## src/rtl/reg_write_arbiter_pkg.sv

```systemverilog
// reg_write_arbiter_pkg: shared FSM encoding, default widths and clog2 helper
package reg_write_arbiter_pkg;
  typedef enum logic {ST_IDLE = 1'b0, ST_WRITE = 1'b1} state_t;
  localparam int DEF_NUM_REQ = 4;
  localparam int DEF_NUM_REGS = 4;
  localparam int DEF_DATA_W = 8;
  localparam int DEF_ADDR_W = 2;
  function automatic int clog2(input int v);
    int r;
    r = 0;
    for (int i = 0; i < 31; i++) r = ((1 << i) < v) ? i + 1 : r;
    return r;
  endfunction
endpackage

```

## src/rtl/reg_write_arbiter_rr_arbiter.sv

```systemverilog
// rr_arbiter: combinational round-robin pick of the first request at or after ptr
module rr_arbiter #(
  parameter int N = 4,
  parameter int PTR_W = 2
) (
  input  logic [N-1:0]     req,
  input  logic [PTR_W-1:0] ptr,
  output logic [N-1:0]     gnt,
  output logic [PTR_W-1:0] gnt_idx
);
  logic [2*N-1:0] dbl, pick;
  // mask off requests below ptr in the low copy, take the lowest set bit, fold both halves
  always_comb begin
    dbl = {req, req} & ({(2*N){1'b1}} << ptr);
    pick = dbl & (~dbl + 1'b1);
    gnt = pick[N-1:0] | pick[2*N-1:N];
    gnt_idx = '0;
    for (int i = 0; i < N; i++) gnt_idx = gnt[i] ? PTR_W'(i) : gnt_idx;
  end
endmodule

```

## src/rtl/reg_write_arbiter.sv

```systemverilog
// reg_write_arbiter: round-robin sharing of a register bank write port, one write per two cycles
module reg_write_arbiter
  import reg_write_arbiter_pkg::*;
#(
  parameter int NUM_REQ = DEF_NUM_REQ,
  parameter int NUM_REGS = DEF_NUM_REGS,
  parameter int DATA_W = DEF_DATA_W,
  parameter int ADDR_W = DEF_ADDR_W
) (
  input  logic                      clk,
  input  logic                      reset,
  input  logic [NUM_REQ-1:0]        req,
  input  logic [NUM_REQ*ADDR_W-1:0] req_addr,
  input  logic [NUM_REQ*DATA_W-1:0] req_data,
  output logic [NUM_REQ-1:0]        ack,
  output logic                      err,
  output logic [NUM_REGS-1:0]       reg_en,
  output logic [DATA_W-1:0]         reg_d,
  output logic                      busy
);
  localparam int PTR_W = clog2(NUM_REQ);
  state_t state_q, state_d;
  logic [PTR_W-1:0] ptr_q, ptr_d, w_q, w_d, gnt_idx;
  logic [NUM_REQ-1:0] gnt, ack_q, ack_d;
  logic [NUM_REGS-1:0] reg_en_q, reg_en_d;
  logic [DATA_W-1:0] reg_d_q, reg_d_d, sel_data;
  logic [ADDR_W-1:0] sel_addr;
  logic err_q, err_d, busy_q, busy_d, grant, oor;
  rr_arbiter #(.N(NUM_REQ), .PTR_W(PTR_W)) u_arb (
    .req(req),
    .ptr(ptr_q),
    .gnt(gnt),
    .gnt_idx(gnt_idx)
  );
  // one-hot mux of the winner's address and data
  always_comb begin
    sel_addr = '0;
    sel_data = '0;
    for (int i = 0; i < NUM_REQ; i++) begin
      sel_addr = sel_addr | ({ADDR_W{gnt[i]}} & req_addr[i*ADDR_W +: ADDR_W]);
      sel_data = sel_data | ({DATA_W{gnt[i]}} & req_data[i*DATA_W +: DATA_W]);
    end
  end
  // IDLE grants and presents the write; WRITE retires it and rotates the pointer past the winner
  always_comb begin
    grant = (state_q == ST_IDLE) && |req;
    oor = 32'(sel_addr) >= NUM_REGS;
    state_d = grant ? ST_WRITE : ST_IDLE;
    ptr_d = (state_q == ST_WRITE) ? ((w_q == PTR_W'(NUM_REQ - 1)) ? '0 : w_q + PTR_W'(1)) : ptr_q;
    w_d = grant ? gnt_idx : w_q;
    ack_d = grant ? gnt : '0;
    err_d = grant && oor;
    reg_d_d = grant ? sel_data : reg_d_q;
    busy_d = grant;
    reg_en_d = '0;
    for (int j = 0; j < NUM_REGS; j++) reg_en_d[j] = grant && !oor && (sel_addr == ADDR_W'(j));
  end
  // state and registered outputs
  always_ff @(posedge clk) begin
    if (reset) begin
      state_q <= ST_IDLE;
      ptr_q <= '0;
      w_q <= '0;
      ack_q <= '0;
      err_q <= 1'b0;
      reg_en_q <= '0;
      reg_d_q <= '0;
      busy_q <= 1'b0;
    end else begin
      state_q <= state_d;
      ptr_q <= ptr_d;
      w_q <= w_d;
      ack_q <= ack_d;
      err_q <= err_d;
      reg_en_q <= reg_en_d;
      reg_d_q <= reg_d_d;
      busy_q <= busy_d;
    end
  end
  assign ack = ack_q;
  assign err = err_q;
  assign reg_en = reg_en_q;
  assign reg_d = reg_d_q;
  assign busy = busy_q;
endmodule
```

## config.mk

```make
export PLATFORM = sky130hd
export DESIGN_NAME = reg_write_arbiter
export DESIGN_NICKNAME = d
export VERILOG_FILES = /design/src/rtl/reg_write_arbiter_pkg.sv /design/src/rtl/reg_write_arbiter_rr_arbiter.sv /design/src/rtl/reg_write_arbiter.sv
export SDC_FILE = /design/constraint.sdc
export NUM_CORES = 1
export LEC_CHECK = 0
export CORE_ASPECT_RATIO = 1.4
export CORE_MARGIN = 2
export CORE_UTILIZATION = 35
export DETAILED_ROUTE_END_ITERATION = 8
export PLACE_DENSITY = 0.87
export SLEW_MARGIN = 20
export SYNTH_ARGS = -nofsm -noshare
export SYNTH_HDL_FRONTEND = slang
export SYNTH_HIERARCHICAL = 1
export SYNTH_SLANG_ARGS = --single-unit
```

## constraint.sdc

```tcl
create_clock -name clk -period 4.68 [get_ports clk]
set_input_delay 0.936 -clock clk [delete_from_list [all_inputs] [get_ports clk]]
set_output_delay 0.936 -clock clk [all_outputs]
set_load 0.02 [all_outputs]
```

==> results of run 1 <==
[area by class of cell]
| cell class | instances | share of cell area [%] |
|---|---|---|
| clock inverters | 1 | 0.2876 |
| inverters | 5 | 1.078 |
| multi-input cells | 81 | 33.36 |
| repair buffers | 63 | 36.09 |
| flip-flops and latches | 21 | 24.16 |
| well taps | 37 | 2.660 |
| clock buffers | 3 | 2.372 |
[critical path, cell delays in order]
cell	delay, ps
clkdlybuf4s50_1	580
o21ai_0	260
a22oi_1	100
nor2b_1	620
a22oi_1	230
and2_1	210
nor3_1	180
[sequential cells by signal, indices dropped and copies added (netlist names)]
name and count:
reg_d 8, ack 4, reg_en 4, ptr_q 2
w_q 2, state_q 1
[through the flow]
| stage | setup slack (ps) | area [sq um] | utilization, % |
|---|---|---|---|
| 5_1_grt | 1542 | 1740 | 59.88 |
| 4_1_cts | 1770 | 1740 | 59.88 |
| 2_1_floorplan | 2442 | 1075 | - |
| 6_report | 1746 | 1740 | 59.88 |
| 3_3_place_gp | 1659 | 1694 | 58.29 |
| 3_5_place_dp | 1512 | 1694 | 58.29 |
[cells by family after synthesis]
logic type	share of synthesized area, %
buffers and inverters	6.868
AO/OA/AOI/OAI	36.67
AND/OR/NAND/NOR	13.97
adder cells (fa/ha/maj)	1.164
other	0.3489
multiplexers	1.863
flip-flops	39.11
[worst max path at each step]
stage | cells past startpoint | slack, ps | endpoint
after floorplan | 8 | 2440 | reg_en[3]$_SDFF_PP0_
after global placement | 7 | 1660 | reg_en[2]$_SDFF_PP0_
after detailed placement | 7 | 1510 | reg_en[1]$_SDFF_PP0_
after CTS | 7 | 1770 | reg_en[1]$_SDFF_PP0_
after global routing | 7 | 1540 | reg_en[2]$_SDFF_PP0_
final | 7 | 1750 | reg_en[1]$_SDFF_PP0_
[placed cells by master (no fill, tap or decap), types with 3 or more instances in the layout]
master	Yosys	final
a21oi_1	8	8
a221oi_1	8	8
a22o_1	8	8
a22oi_1	5	5
and2_1	6	6
clkbuf_8	0	3
clkdlybuf4s50_1	0	62
dfxtp_1	21	21
inv_1	5	5
nor2_1	6	6
nor3_1	4	4
o21ai_0	5	5
o2bb2ai_1	9	9
[routing by layer]
| layer | up-vias | GRT usage [%] | routed length [um] |
|---|---|---|---|
| met5 | - | 0 | 0 |
| met4 | 0 | 12.01 | 106 |
| met3 | 12 | 4.095 | 255 |
| met2 | 70 | 33.63 | 1578 |
| met1 | 536 | 20.83 | 1365 |
| li1 | 558 | - | - |
[power groups by stage]
stage / clock (mW) / sequential (mW) / combinational (mW)
3_3_place_gp: 0 / 0.206 / 0.142
6_report: 0.115 / 0.203 / 0.147
5_1_grt: 0.127 / 0.204 / 0.158
4_1_cts: 0.117 / 0.202 / 0.147
3_5_place_dp: 0 / 0.207 / 0.146
2_1_floorplan: 0 / 0.219 / 0.0596
==> out/results.tsv, run 1 <==
metric	value	unit
clk_pin_slew_worst_paths	70	ps
yosys_warnings	6	
drt_wl_total	3306	um
power_switching	0.1308	mW
syn_avg_cell_area	9.186	sq um
viasPerCell	5.573	
max_cap_viol_count	0	
synth_edf_count	0	
n_antenna_cell	0	
critPathKind	input pin to flop	
postRouteAntennaNets	0	
slew_viol_final	0	
syn_area	1075	sq um
die_width	50.84	um
leakage	0.6462	nW
netSwitchingFraction	28.19	%
place_inst	207	
fin_cells	211	
hold_viol_final	0	
num_vias	1176	
htree_levels	1	
grt_use_total	19.43	%
fmax	340.8	MHz
dp_hpwl	2561	um
skew	1.852	ps
nets	222	
seq_area	420.4	sq um
p_per_area	266.7	nW/um^2
hold_depth	1	
finalCritPeriodShare	62.70	%
finalSetupTns	0	ps
cts-root-buf	clkbuf_8	
synth.distinct_cells	34	
timing.rr.end	reg_en[1]$_SDFF_PP0_	
dieArea	3537	sq um
multi_input_area	580.6	sq um
synth_nets	164	
grt_setup_unrepaired	false	
ys_async_sr_fraction	0	%
grt_pass1_wl	5340	um
die_height	69.57	um
r2r_slack	2520	ps
post_cts_buffers	0	
p_int	0.3333	mW
cp.required	4850	ps
rr_startpoint	ptr_q[1]$_SDFFE_PP0P_	
power_frac_comb	31.6	%
drc_errors	0	
fill_cells	239	
synth_area_leaders	dfxtp_1, o2bb2ai_1, a221oi_1	
power_frac_clock	24.8	%
gp_congestion	0.8447	
synth-seq-area-share	39.12	%
status	finished clean	
netlist.top_cell.by_area	dfxtp_1	
io_pins	64	
tightest_slew	769.7	ps
power	0.4642	mW
drt_pass1_iterations	4	
clk_latency	260	ps
min_from	reg_d[6]$_SDFFE_PP0P_	
ys.flop_type	dfxtp_1	
core	2907	sq um
seq_power_share	43.6	%
period_needed	2934	ps
cts_inserted_buffers	3	
grt_pass1_vias	1145	
hold_end	reg_d[6]$_SDFFE_PP0P_	
cp_max_fo	11	
antenna_found_initial	0	
fin_hold_ws	469.0	ps
hold_path_class	flop to flop	
start_util	36.98	%
avgRoutedWirePerCell	15.67	um
startpoint	req[2]	
cts_tree	yes	
io_buffers	62	
postCtsHoldBufs	0	
cts_resized	0	
peakVddDrop	0.1342	mV
synth.most_common_cell	dfxtp_1	
clock_path_buffers	2	
reg2regPathDepth	6	
grt_max_degree	14	
crit_path_start_kind	input pin	
synth_top_area_share	39.12	%
initialDrtViolationCount	27	
clock_sink_count	21	
syn_to_final_growth	61.93	%
yosys-top-cells-count	dfxtp_1, o2bb2ai_1, a21oi_1, a221oi_1, a22o_1	
slew-limit-headroom	48.58	%
fp-row-count	23	
worstPathArrival	3100	ps
drive_above_1_share	5.747	%
grt_overflow	0	
setup_viol	0	
syn_inst	117	
synth-seq-cells	21	
end_kind	flop	
Power figures use the tool's default switching activity.
==> run 2, diff against run 1 <==
- clock period: 4.68 -> 2.9 ns (I/O delays scaled with it)
==> run 2 against run 1 <==
Compared with the run above: core utilization grew 0.52 points; die area unchanged; power up 62%; non-clock buffer count rose by 2; final area increased by 0.86%; largest power group unchanged; largest cell class unchanged; critical path depth stayed put; first-iteration DRC count up 56%.
==> out/results.tsv, run 2 (same netlist as run 1, synthesis figures left out) <==
metric	value	unit
gp_congestion	0.8087	
drc_errors	0	
nets	224	
stdcell_area	1755	sq um
fin_cells	213	
grt_max_degree	14	
slew_viol_final	0	
clk_pin_slew_worst_paths	70	ps
hold_path_class	flop to flop	
status	finished clean	
place_inst	209	
power_frac_comb	31.9	%
n_antenna_cell	0	
reg2regPathDepth	6	
placed_cell_area	1709	sq um
r2r_slack	720	ps
skew	4.733	ps
largest_reg_flops	8	
cts-root-buf	clkbuf_8	
slew-limit-headroom	47.97	%
cp.required	3080	ps
post_cts_buffers	0	
drt_wl_total	3219	um
die_width	50.84	um
finalSetupTns	0	ps
fp-row-count	23	
core	2907	sq um
crit_family	simple AND/OR/NAND/NOR gates	
clk_latency	250	ps
hold_viol_final	0	
netSwitchingFraction	28.12	%
final_cell_mix	clkdlybuf4s50_1, dfxtp_1, o2bb2ai_1	
fmax	392.7	MHz
rr_startpoint	ptr_q[1]$_SDFFE_PP0P_	
grt_use_total	19.02	%
htree_levels	1	
end_kind	flop	
postCtsHoldBufs	0	
die_height	69.57	um
num_vias	1146	
finish.utilization	60.40	%
fin_hold_ws	465.8	ps
setup_viol	0	
power_frac_clock	24.6	%
antenna_found_initial	0	
initialDrtViolationCount	42	
cp_slowest_cell	nor2b_1	
max_cap_viol_count	0	
peakVddDrop	0.2115	mV
cts_inserted_buffers	3	
p_per_area	427.8	nW/um^2
syn_to_final_growth	63.33	%
dp_hpwl	2530	um
layout_commonest_cell	clkdlybuf4s50_1	
path_common_cell	a22oi_1	
fin_ws	353.3	ps
grt_setup_unrepaired	false	
grt_overflow	0	
cts_tree	yes	
critPathKind	input pin to flop	
postRouteAntennaNets	0	
path_buf_inv	1	
drive_above_1_share	6.818	%
grt_pass1_vias	1126	
period_needed	2547	ps
crit_chain	clkdlybuf4s50_1, o21ai_0, a22oi_1, nor2b_1, a22oi_1, and2_1, nor3_1	
hold_depth	1	
cts_resized	0	
power_switching	0.2112	mW
crit_path_start_kind	input pin	
hold_end	reg_d[4]$_SDFFE_PP0P_	
clock_path_buffers	2	
tightest_slew	778.8	ps
drt_pass1_iterations	4	
cp_max_fo	11	
io_pins	64	
max_stage_delay	620	ps
seq_power_share	43.5	%
io_buffers	62	
worstPathArrival	2730	ps
grt_pass1_wl	5306	um
avgRoutedWirePerCell	15.11	um
timing.rr.end	reg_en[3]$_SDFF_PP0_	
viasPerCell	5.380	
leakage	0.6556	nW
dieArea	3537	sq um
power	0.7510	mW
p_int	0.5398	mW
dp_slack	173.1	ps
start_util	36.98	%
min_from	reg_d[4]$_SDFFE_PP0P_	
finalCritPeriodShare	87.82	%
clock_sink_count	21	
[run 2: changes by cell type in the layout (fill, tap and decap cells not counted), sizes merged]
cell and delta:
buf +2
[run 2: layout make-up]
| type | instances | area [sq um] |
|---|---|---|
| fillers | 229 | 1151 |
| clock inverters | 1 | 5.005 |
| inverters | 5 | 18.77 |
| well taps | 37 | 46.29 |
| flip-flops and latches | 21 | 420.4 |
| multi-input cells | 81 | 580.6 |
| repair buffers | 65 | 643.1 |
| clock buffers | 3 | 41.29 |
[run 2: power groups by stage]
stage                     combinational (mW)  sequential, mW  clock [mW]
after floorplan                       0.0963           0.353           0
after global placement                 0.232           0.332           0
after detailed placement               0.239           0.334           0
after CTS                              0.240           0.327       0.189
after global routing                   0.259           0.330       0.205
final                                  0.240           0.327       0.185
[run 2: per-layer routing]
layer	wire length (um)	global-route usage, %	share of wire [%]
met2	1533	32.75	48
met3	279	4.741	8.7
met4	41	6.607	1.3
met5	0	0	0
met1	1365	22.39	42
[run 2: worst max path at each step]
| stage | to | startpoint | cells after the start | slack (ps) |
|---|---|---|---|---|
| after floorplan | reg_en[3]$_SDFF_PP0_ | req[0] | 8 | 1020 |
| after global placement | reg_en[3]$_SDFF_PP0_ | req[2] | 7 | 250 |
| after detailed placement | reg_en[3]$_SDFF_PP0_ | req[2] | 7 | 170 |
| after CTS | reg_en[3]$_SDFF_PP0_ | req[2] | 7 | 350 |
| after global routing | reg_en[2]$_SDFF_PP0_ | req[2] | 7 | 70 |
| final | reg_en[3]$_SDFF_PP0_ | req[2] | 7 | 350 |
